$ cat config.mk
export PLATFORM = sky130hd
export DESIGN_NAME = traffic_phase_scheduler
export DESIGN_NICKNAME = d
export VERILOG_FILES = /design/src/rtl/traffic_phase_scheduler.sv
export SDC_FILE = /design/constraint.sdc
export NUM_CORES = 1
export LEC_CHECK = 0
export CORE_MARGIN = 1.5
export CORE_UTILIZATION = 40
export CTS_BUF_LIST = sky130_fd_sc_hd__clkbuf_4
export DETAILED_ROUTE_END_ITERATION = 8
export PLACE_DENSITY = 0.6
export SLEW_MARGIN = 0
export SYNTH_ARGS = -nofsm -noshare
export SYNTH_HDL_FRONTEND = slang
export SYNTH_SLANG_ARGS = --single-unit
$ cat constraint.sdc
create_clock -name clk -period 7.8 [get_ports clk]
set_input_delay 1.17 -clock clk [delete_from_list [all_inputs] [get_ports clk]]
set_output_delay 1.17 -clock clk [all_outputs]
set_load 0.1 [all_outputs]
$ cat src/rtl/traffic_phase_scheduler.sv
// Two-direction intersection phase scheduler with on-demand pedestrian
// crossings and emergency-vehicle preemption. Light outputs are a direct
// combinational decode of the registered state, phase timer and grants.
module traffic_phase_scheduler #(
  parameter int unsigned TICK_DIV  = 1,
  parameter int unsigned T_GREEN   = 20,
  parameter int unsigned T_YELLOW  = 2,
  parameter int unsigned T_LEFT    = 10,
  parameter int unsigned T_WALK    = 14,
  parameter int unsigned T_TWINKLE = 6
) (
  input  logic       clk,
  input  logic       reset,
  input  logic       i_h_walk_req,
  input  logic       i_v_walk_req,
  input  logic       i_emg_req,
  input  logic       i_emg_dir,
  output logic [2:0] o_h_car_traffic,
  output logic [2:0] o_v_car_traffic,
  output logic [2:0] o_h_walker_traffic,
  output logic [2:0] o_v_walker_traffic,
  output logic [3:0] o_phase,
  output logic       o_h_walk_pending,
  output logic       o_v_walk_pending,
  output logic       o_emg_active
);

  localparam logic [2:0] LtRed     = 3'b000;
  localparam logic [2:0] LtGreen   = 3'b001;
  localparam logic [2:0] LtYellow  = 3'b010;
  localparam logic [2:0] LtLeft    = 3'b011;
  localparam logic [2:0] LtTwinkle = 3'b100;

  // Timer only has to reach the longest per-state duration.
  localparam int unsigned TMaxA = (T_GREEN > T_LEFT) ? T_GREEN : T_LEFT;
  localparam int unsigned TMax  = (TMaxA > T_YELLOW) ? TMaxA : T_YELLOW;
  localparam int unsigned TW    = $clog2(TMax + 1);
  localparam int unsigned PW    = (TICK_DIV > 1) ? $clog2(TICK_DIV) : 1;

  typedef enum logic [3:0] {
    StHGreen    = 4'd0,
    StHYel1     = 4'd1,
    StHLeft     = 4'd2,
    StHYel2     = 4'd3,
    StVGreen    = 4'd4,
    StVYel1     = 4'd5,
    StVLeft     = 4'd6,
    StVYel2     = 4'd7,
    StEmgYellow = 4'd8,
    StEmgAllred = 4'd9,
    StEmgHold   = 4'd10
  } state_e;

  state_e          state_q, state_d;
  logic [TW-1:0]   t_q, t_d;
  logic [PW-1:0]   presc_q, presc_d;
  logic            h_pend_q, h_pend_d, v_pend_q, v_pend_d;
  logic            h_grant_q, h_grant_d, v_grant_q, v_grant_d;
  logic            arm_q, arm_d;           // emergency accepted during a yellow
  logic            emg_dir_q, emg_dir_d;   // direction to serve in EMG_HOLD
  logic            prev_dir_q, prev_dir_d; // direction shown yellow in EMG_YELLOW
  logic [TW-1:0]   dur;
  logic            tick;
  logic            last;
  state_e          next_seq;

  assign tick     = (presc_q == PW'(TICK_DIV - 1));
  assign last     = tick && (t_q == dur - TW'(1));
  assign next_seq = state_e'({1'b0, state_q[2:0] + 3'd1});

  // Duration in ticks of the current state.
  always_comb begin
    dur = TW'(1);
    case (state_q)
      StHGreen, StVGreen:                      dur = TW'(T_GREEN);
      StHYel1, StHYel2, StVYel1, StVYel2:      dur = TW'(T_YELLOW);
      StHLeft, StVLeft:                        dur = TW'(T_LEFT);
      StEmgYellow:                             dur = TW'(T_YELLOW);
      default:                                 dur = TW'(1);
    endcase
  end

  // Next-state, timer, walk-latch and emergency-latch logic.
  always_comb begin
    state_d    = state_q;
    t_d        = t_q;
    presc_d    = presc_q;
    h_pend_d   = h_pend_q | i_h_walk_req;
    v_pend_d   = v_pend_q | i_v_walk_req;
    h_grant_d  = h_grant_q;
    v_grant_d  = v_grant_q;
    arm_d      = arm_q;
    emg_dir_d  = emg_dir_q;
    prev_dir_d = prev_dir_q;

    if (tick) begin
      presc_d = '0;
      t_d     = last ? '0 : t_q + TW'(1);
    end else begin
      presc_d = presc_q + PW'(1);
    end

    case (state_q)
      StHGreen, StHLeft, StVGreen, StVLeft: begin
        if (i_emg_req) begin
          // Immediate preemption, not tick-aligned.
          state_d    = StEmgYellow;
          emg_dir_d  = i_emg_dir;
          prev_dir_d = state_q[2];
          t_d        = '0;
          presc_d    = '0;
        end else if (last) begin
          state_d = next_seq;
        end
      end
      StHYel1, StHYel2, StVYel1, StVYel2: begin
        if (i_emg_req) arm_d = 1'b1;
        if (last) begin
          if (arm_q || i_emg_req) begin
            state_d   = StEmgAllred;
            emg_dir_d = i_emg_dir;
            arm_d     = 1'b0;
          end else begin
            state_d = next_seq;
          end
        end
      end
      StEmgYellow: begin
        if (last) state_d = StEmgAllred;
      end
      StEmgAllred: begin
        if (last) state_d = StEmgHold;
      end
      StEmgHold: begin
        // t saturates at 1 here and only marks that the minimum tick elapsed.
        if (!i_emg_req && (t_q != '0 || tick)) begin
          state_d = emg_dir_q ? StVYel2 : StHYel2;
          t_d     = '0;
          presc_d = '0;
        end else if (tick) begin
          t_d = TW'(1);
        end
      end
      default: begin
        state_d = StHGreen;
        t_d     = '0;
        presc_d = '0;
      end
    endcase

    // H_GREEN serves the vertical crosswalk, V_GREEN the horizontal one.
    if (state_d == StHGreen && state_q != StHGreen) begin
      v_grant_d = v_pend_q | i_v_walk_req;
      v_pend_d  = 1'b0;
    end else if (state_q == StHGreen && state_d != StHGreen) begin
      v_grant_d = 1'b0;
    end
    if (state_d == StVGreen && state_q != StVGreen) begin
      h_grant_d = h_pend_q | i_h_walk_req;
      h_pend_d  = 1'b0;
    end else if (state_q == StVGreen && state_d != StVGreen) begin
      h_grant_d = 1'b0;
    end
  end

  // State register with synchronous reset.
  always_ff @(posedge clk) begin
    if (reset) begin
      state_q    <= StHGreen;
      t_q        <= '0;
      presc_q    <= '0;
      h_pend_q   <= 1'b0;
      v_pend_q   <= 1'b0;
      h_grant_q  <= 1'b0;
      v_grant_q  <= 1'b0;
      arm_q      <= 1'b0;
      emg_dir_q  <= 1'b0;
      prev_dir_q <= 1'b0;
    end else begin
      state_q    <= state_d;
      t_q        <= t_d;
      presc_q    <= presc_d;
      h_pend_q   <= h_pend_d;
      v_pend_q   <= v_pend_d;
      h_grant_q  <= h_grant_d;
      v_grant_q  <= v_grant_d;
      arm_q      <= arm_d;
      emg_dir_q  <= emg_dir_d;
      prev_dir_q <= prev_dir_d;
    end
  end

  logic [2:0] walk_code;
  assign walk_code = (t_q < TW'(T_WALK))             ? LtGreen   :
                     (t_q < TW'(T_WALK + T_TWINKLE)) ? LtTwinkle : LtRed;

  // Light decode from registered state.
  always_comb begin
    o_h_car_traffic    = LtRed;
    o_v_car_traffic    = LtRed;
    o_h_walker_traffic = LtRed;
    o_v_walker_traffic = LtRed;
    case (state_q)
      StHGreen: begin
        o_h_car_traffic    = LtGreen;
        o_v_walker_traffic = v_grant_q ? walk_code : LtRed;
      end
      StHYel1, StHYel2: o_h_car_traffic = LtYellow;
      StHLeft:          o_h_car_traffic = LtLeft;
      StVGreen: begin
        o_v_car_traffic    = LtGreen;
        o_h_walker_traffic = h_grant_q ? walk_code : LtRed;
      end
      StVYel1, StVYel2: o_v_car_traffic = LtYellow;
      StVLeft:          o_v_car_traffic = LtLeft;
      StEmgYellow: begin
        if (prev_dir_q) o_v_car_traffic = LtYellow;
        else            o_h_car_traffic = LtYellow;
      end
      StEmgHold: begin
        if (emg_dir_q) o_v_car_traffic = LtGreen;
        else           o_h_car_traffic = LtGreen;
      end
      default: ;
    endcase
  end

  assign o_phase          = state_q;
  assign o_h_walk_pending = h_pend_q;
  assign o_v_walk_pending = v_pend_q;
  assign o_emg_active     = (state_q == StEmgYellow) || (state_q == StEmgAllred) ||
                            (state_q == StEmgHold);

endmodule

# [After elaboration in Yosys (flattened, before gate mapping)]
# Memories as Yosys holds them, arrays and structs flattened. A register that Yosys moved wholly into a read port is not among the register bits.
# Index checks and enable logic that the tools add are counted.
[word_totals] register_bits=17 rom_bits=80 in_bits=6 output_inout_bits=19 elab_cells=108 mem_count=1
[op_classes] add_sub_neg=4 magnitude_cmp=2 n_eq_ne=17 muxes=43 bitwise_logic=3 n_reduce_logical=28
[mem_list] memory="(no name shown)" words=16 word_bits=5 read_ports=1 rd_clocked_by_memory_dff=1 wr=0 line_no="74" text="case (state_q)"
[op_table] operator="$mux W4" count=8
[op_table] operator="$mux W5" count=5
[op_table] operator="$mux W3" count=7
[op_table] operator="$eq A4 B3 Y1 const B" count=5
[op_table] operator="$pmux W2 S5" count=2
[op_table] operator="$pmux W4 S5" count=1
[op_table] operator="$mux W1" count=15
[op_table] operator="$pmux W5 S3" count=1
[op_table] operator="$eq A4 B4 Y1 const B" count=3
[op_table] operator="$eq A4 B2 Y1 const B" count=2
[op_table] operator="$logic_not A4 Y1" count=2
[op_table] operator="$ne A4 B3 Y1 const B" count=2
[op_table] operator="$reduce_bool A4 Y1" count=2
[op_table] operator="$reduce_or A2 Y1" count=4
[op_table] operator="$reduce_or A4 Y1" count=2
[op_table] operator="$logic_and A1 B1 Y1" count=6
[op_table] operator="$ne A2 B2 Y1 const B" count=3
[op_table] operator="$reduce_bool A2 Y1" count=3
[op_table] operator="$reduce_or A6 Y1" count=1
[op_table] operator="$add A5 B1 Y5 const B" count=1
[op_table] operator="$eq A5 B5 Y1" count=1
[op_table] operator="$lt A5 B4 Y1 const B" count=1
[op_table] operator="$lt A5 B5 Y1 const B" count=1
[op_table] operator="$reduce_bool A5 Y1" count=1
[op_table] operator="other kinds (13)" count=18

# [Depth between registers and ports, before layout]
# Gate-level depths: netlist of the first run.
[depth] depth_word=10 ltp_mapped=17 depth_no_buf=16

# [Least setup slack after synthesis of the first run]
# Ideal clock, no wire load.
[synth_timing] kind="flip-flop to output port" start="register state_q[0] (netlist: o_phase[0])" end="output o_h_walker_traffic[0]" t_arrival_ps=3863 required_time_ps=6630 path_slack_ps=2767 stages_incl_launch_ff=7 n_path_buf=1 cell_sequence="dfxtp_1 -> inv_1 -> ha_1 -> buf_2 -> nor2b_1 -> nand3_1 -> nor3b_1"
[synth_between] elab_chain_len=2
[synth_lines] element="start: declaration" line_no="54" text="state_e state_q, state_d;"
[synth_lines] element="start signal: assignment" line_no="169" text="state_q <= StHGreen;"
[synth_lines] element="start signal: assignment" line_no="180" text="state_q <= state_d;"
[synth_lines] element="$eq A4 B3 Y1" line_no="203" text="case (state_q)"
[synth_lines] element="$mux W3" line_no="203"
[synth_lines] element="end: declaration" line_no="20" text="output logic [2:0] o_h_walker_traffic,"
# Every way passes these cells.

# [Worst setup path after layout of the first run]
# Same ends and word-level chain as after synthesis.

==> impl_metrics.csv, run 1 <==
group,metric,value,unit
placement,place_inst,244,
sta,fin_crit,4280,ps
min_path,min_from,"prev_dir_q",
synthesis,synth_edf_count,0,
clocking,clk_latency,290,ps
placement,pre_cts_ws,3680,ps
floorplan,dieArea,4140,um2
route,vias_per_cell,5.29,
synthesis,syn_area,1510,um2
global_route,antenna_found_initial,0,
clocking,holdBufCountCts,0,
placement,globalplace.congestion,0.840,
clocking,h-tree-depth,1,
global_route,met1_usage,21.0,%
synthesis,synth-main-ff-cell,"dfxtp_1",
global_route,grt_max_degree,21,
sta,skew,1.47,ps
cells_and_area,final_nets,217,
worst_setup_path,crit_chain,"inv_1 > ha_1 > nor2b_1 > nand3_1 > nor3b_1 > clkdlybuf4s50_1",
synthesis,avgSynthCellArea,7.84,um2
cells_and_area,utilization,46.1,%
min_path,hold_class,"reg -> reg",
floorplan,core,3630,um2
global_route,grt_pass1_wl,5580,um
sta,finalCritPeriodShare,54.8,%
worst_setup_path,reg2reg_from,"dur[0]",
clocking,postCtsResizedCells,0,
global_route,met2_usage,29.9,%
worst_setup_path,path_delay_family,"buffers and inverters",
route,drc,0,
cells_and_area,insertedDiodeCount,0,
placement,portBuffers,20,
sta,hold_viol,0,
clocking,post-cts-setup-buffer-count,0,
sta,final-max-slew-violation-count,0,
worst_setup_path,cp-start-kind,"flip-flop",
sta,rsz0062_at_grt,"no",
global_route,overflow,0,
clocking,cts_root_buf,"clkbuf_4",
route,num_vias,1312,
worst_setup_path,arrival,3110,ps
synthesis,ys_warn_count,0,
global_route,grt.total_usage,16.5,%
clocking,clk_path_buf_depth,2,
sta,finalSetupTns,0,ps
route,post_drt_wl_per_cell,12.7,um
synthesis,async_reset_ff_share,0,%
cells_and_area,fin_cells,248,
min_path,holdPathEnd,"prev_dir_q",
worst_setup_path,reg2reg_slack,4190,ps
synthesis,yosys_register_bits,20,
floorplan,die_x,64.3,um
route,first_pass_iters,4,
route,first_iter_violations,57,
sta,max_slew_margin,35.1,%
worst_setup_path,end_kind,"primary output",
outcome,status,"completed",
route,routed_wl,3150,um
power_and_ir_drop,powerDensity,133,nW/um2
power_and_ir_drop,p_leak,0.614,nW
worst_setup_path,cpPeakStageDelay,1170,ps
floorplan,start_util,41.4,%
floorplan,io_pins,25,
global_route,busiest_layer,"met2",
sta,max_freq,234,MHz
sta,setup_viol,0,
worst_setup_path,r2r_end,"h_grant_q",
cells_and_area,layout_commonest_cell,"nor2_1",
cells_and_area,area_growth,11.3,%
worst_setup_path,r2r_cells,15,
global_route,grt_pass1_vias,1276,
worst_setup_path,worstPathRequired,6630,ps
sta,finalWorstSetupSlack,3520,ps
global_route,grtUsageMet3,1.58,%
synthesis,seq_area_frac_synth,26.6,%
clocking,cts_tree,"done",
floorplan,die_h,64.3,um
power_and_ir_drop,vdd_drop_max,0.0642,mV
worst_setup_path,crit_type,"reg -> out",
cells_and_area,final_cell_mix,"31 x nor2_1, 20 x dfxtp_1, 20 x clkdlybuf4s50_1",
synthesis,ys_types,51,
worst_setup_path,path_max_fanout,9,
clocking,numCtsBuffers,3,
route,ant_nets,0,
synthesis,synthCells,192,
flow_run,max-cap-violations,0,
worst_setup_path,crit_path_top_delay_cell,"clkdlybuf4s50_1",
cells_and_area,final_layout_size_suffix_gt1_share,5.00,%
power_and_ir_drop,p_total,0.223,mW
placement,dp_hpwl,2410,um
worst_setup_path,path_buf_inv,2,
floorplan,rows,22,
clocking,path_clk_slew,110,ps
sta,tightest_slew,971,ps
min_path,hold_depth,2,
clocking,cts.sinks,20,
## routing by layer
layer	share of wire [%]	up-vias
met4	0	0
li1	-	678
met2	50	29
met1	46	605
met3	4.2	0
met5	0	-
## cells in the mapped netlist (2+ instances only)
cell type	n	area, um2
nand2b_1	3	18.8
dfxtp_1	20	400
nand3_1	6	30.0
mux2i_1	2	20.0
nor3_1	11	55.1
buf_4	6	45.0
nand3b_1	2	15.0
nor2_1	31	116
xor2_1	3	26.3
nor3b_1	5	37.5
nand4bb_1	2	22.5
o21ai_0	5	25.0
ha_1	10	125
a31oi_1	2	12.5
nor4_1	2	12.5
a211oi_1	2	15.0
buf_6	4	45.0
a21oi_1	11	55.1
xnor2_1	4	35.0
o22ai_1	3	18.8
and3_1	2	12.5
nand2_1	11	41.3
buf_2	3	15.0
clkbuf_1	6	22.5
inv_1	10	37.5
## cell families (layout without fill, tap and decap cells)
family | Yosys count | after routing | synth area share, %
AO/OA/AOI/OAI | 36 | 36 | 17.0
XOR/XNOR | 7 | 7 | 4.07
adder cells (fa/ha/maj) | 10 | 10 | 8.31
buffers and inverters | 29 | 34 | 11.0
flip-flops | 20 | 20 | 26.6
multiplexers | 2 | 2 | 1.33
other | 1 | 4 | 0.249
AND/OR/NAND/NOR | 87 | 87 | 31.5
## layout make-up
type                       instances  area (um2)
inverter                          10        37.5
sequential                        20         400
clock inverter                     1        3.75
timing repair buffer              20         200
clock buffer                       3        22.5
tap                               48        60.1
multi-input combinational        146         951
fill                             401        1960
## per-stage QoR
step	hold slack (ps)	area, um2
6_report	492	1680
3_5_place_dp	480	1650
3_3_place_gp	473	1650
4_1_cts	498	1680
5_1_grt	514	1680
2_1_floorplan	450	1520
## where the power goes
part	leakage (nW)	total, mW	switching [mW]	internal (mW)
clock network	0.0154	0.0497	0.0311	0.0186
logic	0.435	0.0621	0.0445	0.0176
registers	0.163	0.111	0.00530	0.106
total	0.614	0.223	0.0809	0.142
## state kept, by name (all words and copies together) (netlist names)
register	flops
t_q	5
dur	4
arm_q	1
o_v_walk_pending	1
prev_dir_q	1
o_h_walk_pending	1
o_phase	4
v_grant_q	1
h_grant_q	1
emg_dir_q	1
## tightest hold or removal path, cell delays in order, from the launching register on
cell and delay, ps:
dfxtp_1 340, nand2_1 60, a21oi_1 60
## worst max-delay path by stage
stage	end	cells after the start	start	slack, ps
after detailed placement	v_grant_q	11	i_emg_req	3680
after floorplan	o_h_walker_traffic[0]	6	o_phase[0]	2770
after global routing	o_h_walker_traffic[0]	6	o_phase[0]	3280
final	o_h_walker_traffic[0]	6	o_phase[0]	3520
after global placement	h_grant_q	11	i_emg_req	3820
after CTS	o_h_walker_traffic[0]	6	o_phase[0]	3490
Note: power is estimated with default switching activity, not from simulation.
==> run 2: changes to the inputs <==
clock period = 3.97 ns   (was 7.8 ns; I/O delays follow)
==> run 2 against run 1 <==
Design area rose by 2.8%. Sequential power rose by 96%. Clock power rose to 3.5 times the previous value. Cell count rose by 1.6%. First-iteration DRC count fell by 5.3%.
==> impl_metrics.csv, run 2 (same netlist as run 1, synthesis figures left out) <==
group,metric,value,unit
outcome,status,"completed",
clocking,cts_root_buf,"clkbuf_4",
flow_run,max-cap-violations,0,
clocking,clk_latency,330,ps
worst_setup_path,reg2reg_slack,770,ps
cells_and_area,final_layout_size_suffix_gt1_share,12.3,%
floorplan,core,3630,um2
min_path,min_from,"prev_dir_q",
placement,globalplace.congestion,0.853,
power_and_ir_drop,vdd_drop_max,0.135,mV
min_path,hold_class,"reg -> reg",
sta,max_slew_margin,34.6,%
clocking,h-tree-depth,1,
floorplan,io_pins,25,
route,vias_per_cell,5.37,
power_and_ir_drop,powerDensity,301,nW/um2
route,first_iter_violations,54,
route,post_drt_wl_per_cell,13.3,um
route,first_pass_iters,4,
sta,whs,483,ps
cells_and_area,largest_register_ffs,5,
global_route,grt_max_degree,21,
worst_setup_path,end_kind,"primary output",
floorplan,rows,22,
cells_and_area,final_cell_mix,"31 x nor2_1, 20 x dfxtp_1, 12 x clkdlybuf4s50_1, 12 x buf_4",
min_path,hold_depth,2,
clocking,numCtsBuffers,3,
clocking,cts_tree,"done",
sta,hold_viol,0,
route,num_vias,1353,
route,drc,0,
worst_setup_path,cp-start-kind,"flip-flop",
floorplan,die_x,64.3,um
clocking,clk_path_buf_depth,2,
global_route,antenna_found_initial,0,
worst_setup_path,crit_type,"reg -> out",
cells_and_area,area_growth,14.4,%
sta,fin_crit,3260,ps
sta,setup_viol,0,
min_path,holdPathEnd,"prev_dir_q",
worst_setup_path,r2r_end,"h_grant_q",
clocking,postCtsResizedCells,0,
cells_and_area,final_nets,221,
sta,skew,13.1,ps
clocking,path_clk_slew,140,ps
sta,finalCritPeriodShare,82.0,%
floorplan,dieArea,4140,um2
sta,rsz0062_at_grt,"no",
power_and_ir_drop,p_total,0.519,mW
placement,portBuffers,20,
route,routed_wl,3340,um
global_route,grt.total_usage,17.5,%
sta,max_freq,307,MHz
sta,final-max-slew-violation-count,0,
cells_and_area,insertedDiodeCount,0,
sta,tightest_slew,978,ps
worst_setup_path,path_max_fanout,9,
worst_setup_path,worstPathRequired,3370,ps
clocking,holdBufCountCts,0,
cells_and_area,layout_commonest_cell,"nor2_1",
floorplan,start_util,41.4,%
global_route,grt_pass1_wl,5750,um
global_route,grt_pass1_vias,1275,
clocking,post-cts-setup-buffer-count,0,
floorplan,die_h,64.3,um
worst_setup_path,arrival,2660,ps
placement,dp_hpwl,2480,um
worst_setup_path,r2r_cells,13,
sta,finalSetupTns,0,ps
power_and_ir_drop,p_leak,0.666,nW
cells_and_area,top_register,"t_q",
route,ant_nets,0,
worst_setup_path,reg2reg_from,"o_phase[0]",
global_route,overflow,0,
clocking,cts.sinks,20,
cells_and_area,utilization,47.4,%
==> run 2: changes by cell type in the layout (fill, tap and decap cells not counted), sizes merged <==
cell / before / now
clkinv: 1 / 0
clkdlybuf4s50: 20 / 12
bufinv: 0 / 1
buf: 0 / 12
==> run 2: final cells by class <==
cell class,instances,area (um2)
Fill cell,382,1910
Multi-Input combinational cell,146,961
Sequential cell,20,400
Timing Repair Buffer,24,210
Tap cell,48,60.1
Inverter,10,37.5
Clock inverter,1,30.0
Clock buffer,3,22.5
==> run 2: through the flow <==
stage / instances / cell area (um2) / setup slack [ps]
after global placement: 248 / 1670 / 795
after detailed placement: 248 / 1670 / 719
after CTS: 252 / 1720 / 774
after global routing: 252 / 1720 / 418
after floorplan: 195 / 1530 / 299
final: 252 / 1720 / 715
==> run 2: layer usage <==
| layer | share of wire (%) | GRT usage, % | vias up |
|---|---|---|---|
| met5 | 0 | 0 | - |
| met2 | 49 | 29.8 | 37 |
| met1 | 46 | 21.8 | 630 |
| met3 | 3.9 | 2.64 | 5 |
| met4 | 1.7 | 7.18 | 0 |
| li1 | - | - | 681 |
==> run 2: worst max-delay path by stage <==
stage	start	to	slack (ps)	cells after the start
floorplan	o_phase[0]	o_h_car_traffic[1]	300	6
global placement	i_emg_req	h_grant_q	790	11
detailed placement	i_emg_req	h_grant_q	720	11
CTS	o_phase[0]	o_emg_active	770	5
global route	o_phase[0]	h_grant_q	420	13
finish	o_phase[0]	o_emg_active	710	5
==> run 2: power by group <==
part | switching [mW] | internal [mW]
Clock | 0.0743 | 0.102
Combinational | 0.0889 | 0.0352
Sequential | 0.0104 | 0.208
==> run 2: critical path, stage by stage (launching register included) <==
cell             delay (ps)
dfxtp_1                 490
inv_1                   130
ha_1                    320
nor3_1                  330
nor2_1                   80
clkdlybuf4s50_1         970
==> run 3: changes to the inputs <==
PLACE_DENSITY = 0.62   (was 0.6)
clock period = 2.8 ns   (was 3.97 ns; I/O delays follow)
==> run 3 against run 2 <==
First-iteration DRC count up 63%. Flip-flop and latch count did not move. Via count rose by 12%. Largest cell class unchanged. Wire length is 19% higher. Clock-buffer cell count unchanged. Utilization grew 11 points. Die area unchanged. Clock skew grew 2.1 ps. Hold slack improved by 9.3 ps. Combinational power is 71% higher. Register-to-register slack worse by 760 ps. Critical path depth grew 9.
==> impl_metrics.csv, run 3 (same netlist as run 1, synthesis figures left out) <==
group,metric,value,unit
worst_setup_path,crit_chain,"buf_4 > nor3_2 > xnor2_1 > nand4_4 > ha_4 > a22oi_2 > o22ai_2 > nor3_4 > and2_4 > nor3b_4 > ha_4 > nor3b_2 > a21oi_1 > nor2_1",
cells_and_area,top_register,"t_q",
sta,final-max-slew-violation-count,0,
worst_setup_path,cp-start-kind,"flip-flop",
worst_setup_path,path_max_fanout,6,
power_and_ir_drop,p_total,0.760,mW
route,drc,0,
clocking,clk_latency,310,ps
sta,skew,15.2,ps
global_route,busiest_layer,"met2",
cells_and_area,utilization,58.4,%
clocking,path_clk_slew,130,ps
global_route,grt.total_usage,20.2,%
worst_setup_path,crit_type,"reg -> reg",
clocking,cts_root_buf,"clkbuf_4",
sta,max_freq,358,MHz
global_route,grt_pass1_vias,1561,
route,ant_nets,0,
global_route,antenna_found_initial,0,
floorplan,rows,22,
route,routed_wl,3960,um
sta,finalWorstSetupSlack,8.63,ps
global_route,met2_usage,37.9,%
route,vias_per_cell,5.55,
power_and_ir_drop,vdd_drop_max,0.168,mV
clocking,h-tree-depth,1,
global_route,met1_usage,23.0,%
cells_and_area,final_layout_size_suffix_gt1_share,38.4,%
min_path,hold_class,"reg -> reg",
floorplan,io_pins,25,
floorplan,start_util,41.4,%
floorplan,dieArea,4140,um2
global_route,grt_max_degree,15,
power_and_ir_drop,p_leak,0.827,nW
placement,placement.cell_area,1910,um2
placement,place_inst,265,
cells_and_area,layout_commonest_cell,"buf_4",
sta,fin_crit,2790,ps
cells_and_area,final_nets,241,
clocking,clk_path_buf_depth,2,
route,first_iter_violations,88,
floorplan,core,3630,um2
worst_setup_path,cpPeakStageDelay,350,ps
cells_and_area,final_cell_mix,"34 x buf_4, 25 x nor2_1, 14 x dfxtp_1",
route,first_pass_iters,4,
power_and_ir_drop,powerDensity,358,nW/um2
global_route,overflow,0,
global_route,grtUsageMet3,2.11,%
cells_and_area,largest_register_ffs,5,
cells_and_area,n_fill_cell,323,
sta,setup_viol,0,
route,post_drt_wl_per_cell,14.6,um
placement,portBuffers,20,
flow_run,max-cap-violations,0,
cells_and_area,area_growth,40.9,%
worst_setup_path,cp_common_cell,"ha_4",
clocking,cts_tree,"done",
worst_setup_path,arrival,3050,ps
clocking,cts.sinks,20,
cells_and_area,design_area,2120,um2
clocking,holdBufCountCts,0,
global_route,grt_pass1_wl,6760,um
cells_and_area,insertedDiodeCount,0,
sta,rsz0062_at_grt,"yes",
placement,globalplace.congestion,0.894,
route,num_vias,1509,
sta,hold_viol,0,
floorplan,die_x,64.3,um
floorplan,die_h,64.3,um
worst_setup_path,worstPathRequired,3060,ps
cells_and_area,fin_cells,272,
placement,pre_cts_ws,-102,ps
worst_setup_path,end_kind,"flip-flop",
outcome,status,"completed",
clocking,numCtsBuffers,3,
sta,finalCritPeriodShare,99.7,%
placement,dp_hpwl,2990,um
worst_setup_path,crit_path_top_delay_cell,"dfxtp_2",
## run 3: metrics by stage
stage          TNS (ps)  hold WS [ps]
4_1_cts           -96.2           494
5_1_grt            -371           539
6_report              0           492
2_1_floorplan         0           450
3_3_place_gp      -40.7           473
3_5_place_dp       -174           475
## run 3: path summary, 6_finish.rpt
path               from         end  slack (ps)  depth (start not counted)
max              dur[1]   h_grant_q           9                         14
min reg2reg  prev_dir_q  prev_dir_q         490                          2
max reg2reg      dur[1]   h_grant_q           9                         14
min          prev_dir_q  prev_dir_q         490                          2
## run 3: metal layers
metal / vias up / wire length [um]
met3: 10 / 162
met2: 59 / 2180
li1: 721 / -
met4: 0 / 75
met5: - / 0
met1: 719 / 1550
## run 3: worst max-delay path: cells and delay by family, from the launching register on
family / cells / cell delay, ps
DFF: 1 / 350
adders and majority gates: 2 / 460
xor gates and xnor gates: 1 / 190
and+or+nand+nor: 7 / 1260
AOI/OAI and AO/OA: 3 / 350
buffers and inverters: 1 / 130
## run 3: power by group
group          internal [mW]  switching [mW]
Sequential             0.293          0.0149
Combinational         0.0709           0.141
Clock                  0.145          0.0952
Total                  0.508           0.251
## run 3: repair_timing
action | CTS | global route
resized for setup | 8 | 14
pin swaps | 12 | 14
setup endpoints to repair | 2 | 2
buffers inserted | 2 | 1
## run 3: area by class of cell
type                       count  area (um2)  area share [%]
clock buffer                   3        22.5            1.06
clock inverter                 1        30.0            1.42
inverter                      10        40.0            1.89
multi-input combinational    146        1160            54.5
sequential                    20         415            19.6
tap                           48        60.1            2.83
timing repair buffer          44         397            18.7
==> variant 1: new RTL, config.mk and constraints of run 1 <==
Take the reset off `t_q` and load it in a clocked block of its own.
--- a/src/rtl/traffic_phase_scheduler.sv
+++ b/src/rtl/traffic_phase_scheduler.sv
@@ -167,7 +167,6 @@
   always_ff @(posedge clk) begin
     if (reset) begin
       state_q    <= StHGreen;
-      t_q        <= '0;
       presc_q    <= '0;
       h_pend_q   <= 1'b0;
       v_pend_q   <= 1'b0;
@@ -178,7 +177,6 @@
       prev_dir_q <= 1'b0;
     end else begin
       state_q    <= state_d;
-      t_q        <= t_d;
       presc_q    <= presc_d;
       h_pend_q   <= h_pend_d;
       v_pend_q   <= v_pend_d;
@@ -188,6 +186,10 @@
       emg_dir_q  <= emg_dir_d;
       prev_dir_q <= prev_dir_d;
     end
+  end
+
+  always_ff @(posedge clk) begin
+    t_q <= t_d;
   end
 
   logic [2:0] walk_code;
Check against the original RTL: no difference found for any inputs over 10 cycles, from zero or initial values and one cycle with reset high; that may be too few to reach the edited logic, so the function may still have changed.
==> variant 1 against run 1 <==
Die area is 0.64% lower; design area increased by 3.5%; utilization grew 1.6 points; synthesized area down 0.67%; sequential share of layout area down 0.81 points; register-to-register slack worse by 0.22 ns; count of clock-buffer cells in the layout unchanged; wire length up 4.3%; setup slack worse by 0.11 ns; sequential cell count is the same; critical endpoint is now o_v_walker_traffic[0].
Power is not compared: it rests on default switching activity, and its combinational part moved more than twofold at a synthesized area within 25%.
==> variant 1: results (changes against run 1) <==
Outcome
  – Status: complete, no violations

Placed design
  – Setup WS pre-CTS: 3.760 ns (+0.07960 ns)
  – Post-Place Cells: 240 (-1.6%)
  – Buffers on Ports: 20 (unchanged)
  – DPL Wire Length: 2.455 mm (+2.0%)
  – Routability Congestion: 0.8528 (+1.5%)
  – Area after DPL: 1682 sq um (+2.0%)

Drt
  – DR pass1 iterations: 4 (unchanged)
  – Total Routed Length: 3.287 mm (+4.3%)
  – Routed vias: 1306 (-0.46%)
  – DRT iter0 DRCs: 112 (+96%)
  – Post-DR wirelength/cell: 13.47 microns (+6.0%)

Global routing
  – Global-route usage over all layers: 0.1678 (+0.002463)
  – Initial antenna violation count: 0 (unchanged)
  – Number of global-route vias before repair: 1247 (-2.3%)
  – Largest net degree at the start of global routing: 16 (-24%)
  – First-pass GRT wire length: 5.540 mm (-0.63%)

Critical path
  – CP max stage delay: 1.17 ns (about the same)
  – Worst Path Arrival: 3.22 ns (+0.11 ns)
  – Crit-path max FO: 10 (+1)
  – Slowest CP cell: clkdlybuf4s50_1
  – CP top delay family: buffers and inverters

Finish
  – Most flops, register: t_q
  – Share of layout cells above drive strength 1: 0.07653 (+0.02653)
  – ANT cells: 0 (unchanged)
  – Largest register FFs: 5 (unchanged)
  – Nets: 213 (-1.8%)

STA
  – TNS Setup: 0 ns (unchanged)
  – Final setup skew: 0.001556 ns (+0.00008790 ns)
  – Worst-Margin Slew: 0.9783 ns (+0.007688 ns)

Yosys
  – Asr flop ratio synth: 0 (unchanged)
  – Sequential area share after synthesis: 0.2678 (+0.001781)
  – Mapped Cells: 183 (-4.7%)
  – Synth cell count leaders: 29 x nor2_1, 20 x dfxtp_1, 10 x ha_1
  – Top post-synthesis cells by area: dfxtp_1 27%, ha_1 8.4%, nor2_1 7.3%
  – Yosys Warn Count: 0 (unchanged)
  – Top FF cell, synth: dfxtp_1
  – Count of different cell masters after synthesis: 52 (+2.0%)

Power
  – Maximum VDD drop: 147.9 uV
  – Leakage power: 0.6443 nW

Clock tree
  – Post-CTS Resized: 0 (unchanged)
  – H-tree level count: 1 (unchanged)
  – Clk_lat worst skew: 0.31 ns (+0.02 ns)
  – Postcts setup bufs: 0 (unchanged)
  – CTS buffer count: 3 (unchanged)
  – Clock Tree Root: clkbuf_4
  – Clk pin slew, worst setup/hold paths: 0.12 ns
  – CTS max path bufs: 2 (unchanged)

Worst hold path
  – Hold WC Path Type: reg -> reg
## variant 1: area by class of cell
class	instances	area [sq um]
repair buffers	20	200.2
multi-input cells	143	987.2
clock buffers	3	22.52
inverters	9	33.78
fillers	355	1899
well taps	48	60.06
clock inverters	1	30.03
flip-flops and latches	20	400.4
## variant 1: worst paths after layout
path,slack [ns],from,cells past startpoint,to
setup / recovery,3.41,o_phase[0],6,o_v_walker_traffic[0]
hold / removal,0.51,v_grant_q,2,v_grant_q
setup reg to reg,3.97,dur[0],15,v_grant_q
hold reg to reg,0.51,v_grant_q,2,v_grant_q
## variant 1: power by group
group | internal [mW] | switching [mW] | leakage (nW) | total [mW]
Clock | 0.0520 | 0.0358 | 0.0279 | 0.0878
Combinational | 0.106 | 0.223 | 0.453 | 0.329
Sequential | 0.122 | 0.0293 | 0.164 | 0.152
## variant 1: layer usage
| layer | GRT usage | vias up | wire length [microns] |
|---|---|---|---|
| met5 | 0 | - | 0 |
| met3 | 0.02113 | 4 | 156 |
| met4 | 0.06383 | 0 | 46 |
| li1 | - | 660 | - |
| met1 | 0.2106 | 608 | 1530 |
| met2 | 0.2917 | 34 | 1554 |
## variant 1: logic make-up (layout without fill, tap and decap cells)
group,after synthesis,after routing,share of synthesized area
other,1,4,0.002508
buffers and inverters,23,33,0.07950
multiplexers,5,5,0.03347
flip-flops,20,20,0.2678
AO/OA/AOI/OAI,35,35,0.1858
adder cells (fa/ha/maj),10,10,0.08368
XOR/XNOR,8,8,0.05189
AND/OR/NAND/NOR,81,81,0.2954
## variant 1: worst register-to-register path, delay by kind of cell (launching register included)
family	cells	cell delay, ns
and+or+nand+nor	6	1.51
AOI/OAI and AO/OA	4	0.84
adders and majority gates	3	0.77
DFF	1	0.43
xor gates and xnor gates	1	0.15
buffers and inverters	1	0.06
==> variant 2: new RTL, config.mk and constraints of run 1 <==
Without the edit above. `T_GREEN`: 20 -> 10.
--- a/src/rtl/traffic_phase_scheduler.sv
+++ b/src/rtl/traffic_phase_scheduler.sv
@@ -3,7 +3,7 @@
 // combinational decode of the registered state, phase timer and grants.
 module traffic_phase_scheduler #(
   parameter int unsigned TICK_DIV  = 1,
-  parameter int unsigned T_GREEN   = 20,
+  parameter int unsigned T_GREEN   = 10,
   parameter int unsigned T_YELLOW  = 2,
   parameter int unsigned T_LEFT    = 10,
   parameter int unsigned T_WALK    = 14,
Behaviour: no difference found for any inputs over 10 cycles, from zero or initial values and one cycle with reset high; that may be too few to reach the edited logic, so the function may still have changed.
==> variant 2 against run 1 <==
Sequential cell count is 2 lower; wire length is 5.1% lower; setup slack better by 0.023 ns; global-route usage is 2.0 points higher; synthesized area is 12% lower; fmax is 0.55% higher; critical endpoint is now o_v_walker_traffic[0]; register-to-register slack better by 0.34 ns; design area is 9.1% lower; count of clock-buffer cells in the layout stayed put; utilization is 3.0 points higher; synthesized cell count is 17% lower.
Power is not compared: it rests on default switching activity, and its combinational part moved more than twofold at a synthesized area within 25%.
==> variant 2: results (changes against run 1) <==
Global routing
  – Initial antenna violation count: 0 (unchanged)
  – First-pass GRT wire length: 5.147 mm (-7.7%)
  – Number of global-route vias before repair: 1143 (-10%)
  – Largest net degree at the start of global routing: 20 (-4.8%)
  – Global-route usage over all layers: 0.1857 (+0.02035)

Placed design
  – Post-Place Cells: 213 (-13%)
  – DPL Wire Length: 2.301 mm (-4.4%)
  – Buffers on Ports: 18 (-10%)
  – Routability Congestion: 0.8339 (-0.77%)

Clock tree
  – Clk pin slew, worst setup/hold paths: 0.10 ns
  – CTS buffer count: 3 (unchanged)
  – CTS max path bufs: 2 (unchanged)
  – Clock Tree Root: clkbuf_4
  – Post-CTS Resized: 0 (unchanged)
  – H-tree level count: 1 (unchanged)
  – Postcts setup bufs: 0 (unchanged)
  – Clk_lat worst skew: 0.29 ns (about the same)

Yosys
  – Count of different cell masters after synthesis: 54 (+5.9%)
  – Top post-synthesis cells by area: dfxtp_1 27%, ha_1 9.4%, buf_4 3.9%
  – Sequential area share after synthesis: 0.2707 (+0.004675)
  – Asr flop ratio synth: 0 (unchanged)
  – Synth cell count leaders: 18 x dfxtp_1, 13 x nor2_1, 11 x inv_1
  – Post-Synth Adder-Cell Area: 0.09398 (+0.01086)
  – Yosys Warn Count: 0 (unchanged)
  – Mapped Cells: 159 (-17%)
  – Synth Area in Compound Gates: 0.2303 (+0.06069)
  – Synth Area in XOR/XNOR: 0.03853 (-0.002198)
  – Post-synthesis mux area share: 0.03289 (+0.01959)

Critical path
  – R2r worst-path depth: 10 (-5)
  – Crit-path max FO: 10 (+1)
  – Worst Path Arrival: 3.08 ns (-0.03 ns)

Drt
  – Vias per std cell: 5.419 (+2.4%)
  – DRT iter0 DRCs: 75 (+32%)
  – DR pass1 iterations: 4 (unchanged)
  – Total Routed Length: 2.989 mm (-5.1%)

STA
  – Rel. slew slack: 0.3482 (-0.002684)
  – Final setup skew: 0.008034 ns (+0.006566 ns)

Worst hold path
  – Hold WC Path Type: reg -> reg
  – WHS Path Cells: 2 (unchanged)

Finish
  – Cell Count, Final, Fillers Out: 217 (-13%)
  – Nets: 190 (-12%)
  – ANT cells: 0 (unchanged)
  – Share of layout cells above drive strength 1: 0.1098 (+0.05983)
  – Fillers: 336 (-16%)

Outcome
  – Status: complete, no violations

Power
  – Maximum VDD drop: 113.0 uV
  – Leakage power: 0.5948 nW
variant 2: final cells by class:
cell class / count / area [sq um] / area share
sequential: 18 / 360.3 / 0.2366
tap: 44 / 55.05 / 0.03615
timing repair buffer: 18 / 180.2 / 0.1183
clock buffer: 3 / 22.52 / 0.01479
clock inverter: 1 / 3.754 / 0.002465
multi-input combinational: 122 / 859.6 / 0.5645
inverter: 11 / 41.29 / 0.02712
variant 2: per-stage QoR:
step | setup WS, ns | instance area, sq um | util
after global routing | 3.319 | 1523 | 0.4907
after global placement | 3.933 | 1496 | 0.4823
final | 3.546 | 1523 | 0.4907
after detailed placement | 3.896 | 1496 | 0.4823
after CTS | 3.517 | 1523 | 0.4907
after floorplan | 2.596 | 1350 | -
variant 2: final timing paths:
path / from / end / slack [ns]
max: o_phase[0] / o_v_walker_traffic[0] / 3.55
min: v_grant_q / v_grant_q / 0.50
max reg2reg: o_phase[0] / h_grant_q / 4.53
min reg2reg: v_grant_q / v_grant_q / 0.50
variant 2: power by group:
group,internal [mW],switching [mW]
clock,0.0186,0.0281
sequential,0.0984,0.00849
combinational,0.0384,0.0937
total,0.155,0.130
variant 2: kinds of logic (layout without fill, tap and decap cells):
logic type               after synthesis  after routing
AO/OA/AOI/OAI                         40             40
AND/OR/NAND/NOR                       58             58
multiplexers                           3              3
XOR/XNOR                               5              5
other                                  1              6
buffers and inverters                 24             33
adder cells (fa/ha/maj)               10             10
flip-flops                            18             18
variant 2: critical path: stages, from the launching register on:
cell             delay [ns]
dfxtp_1                0.39
inv_1                  0.18
ha_1                   0.39
nor2b_1                0.28
nand2b_1               0.11
a311oi_1               0.26
clkdlybuf4s50_1        1.18
variant 2: metal layers:
layer  track usage  vias up  share of wire
met4       0.09627        0          0.029
met2        0.2796       47           0.44
met5             0        -              0
li1              -      590              -
met1        0.2542      529           0.47
met3       0.03198       10          0.059
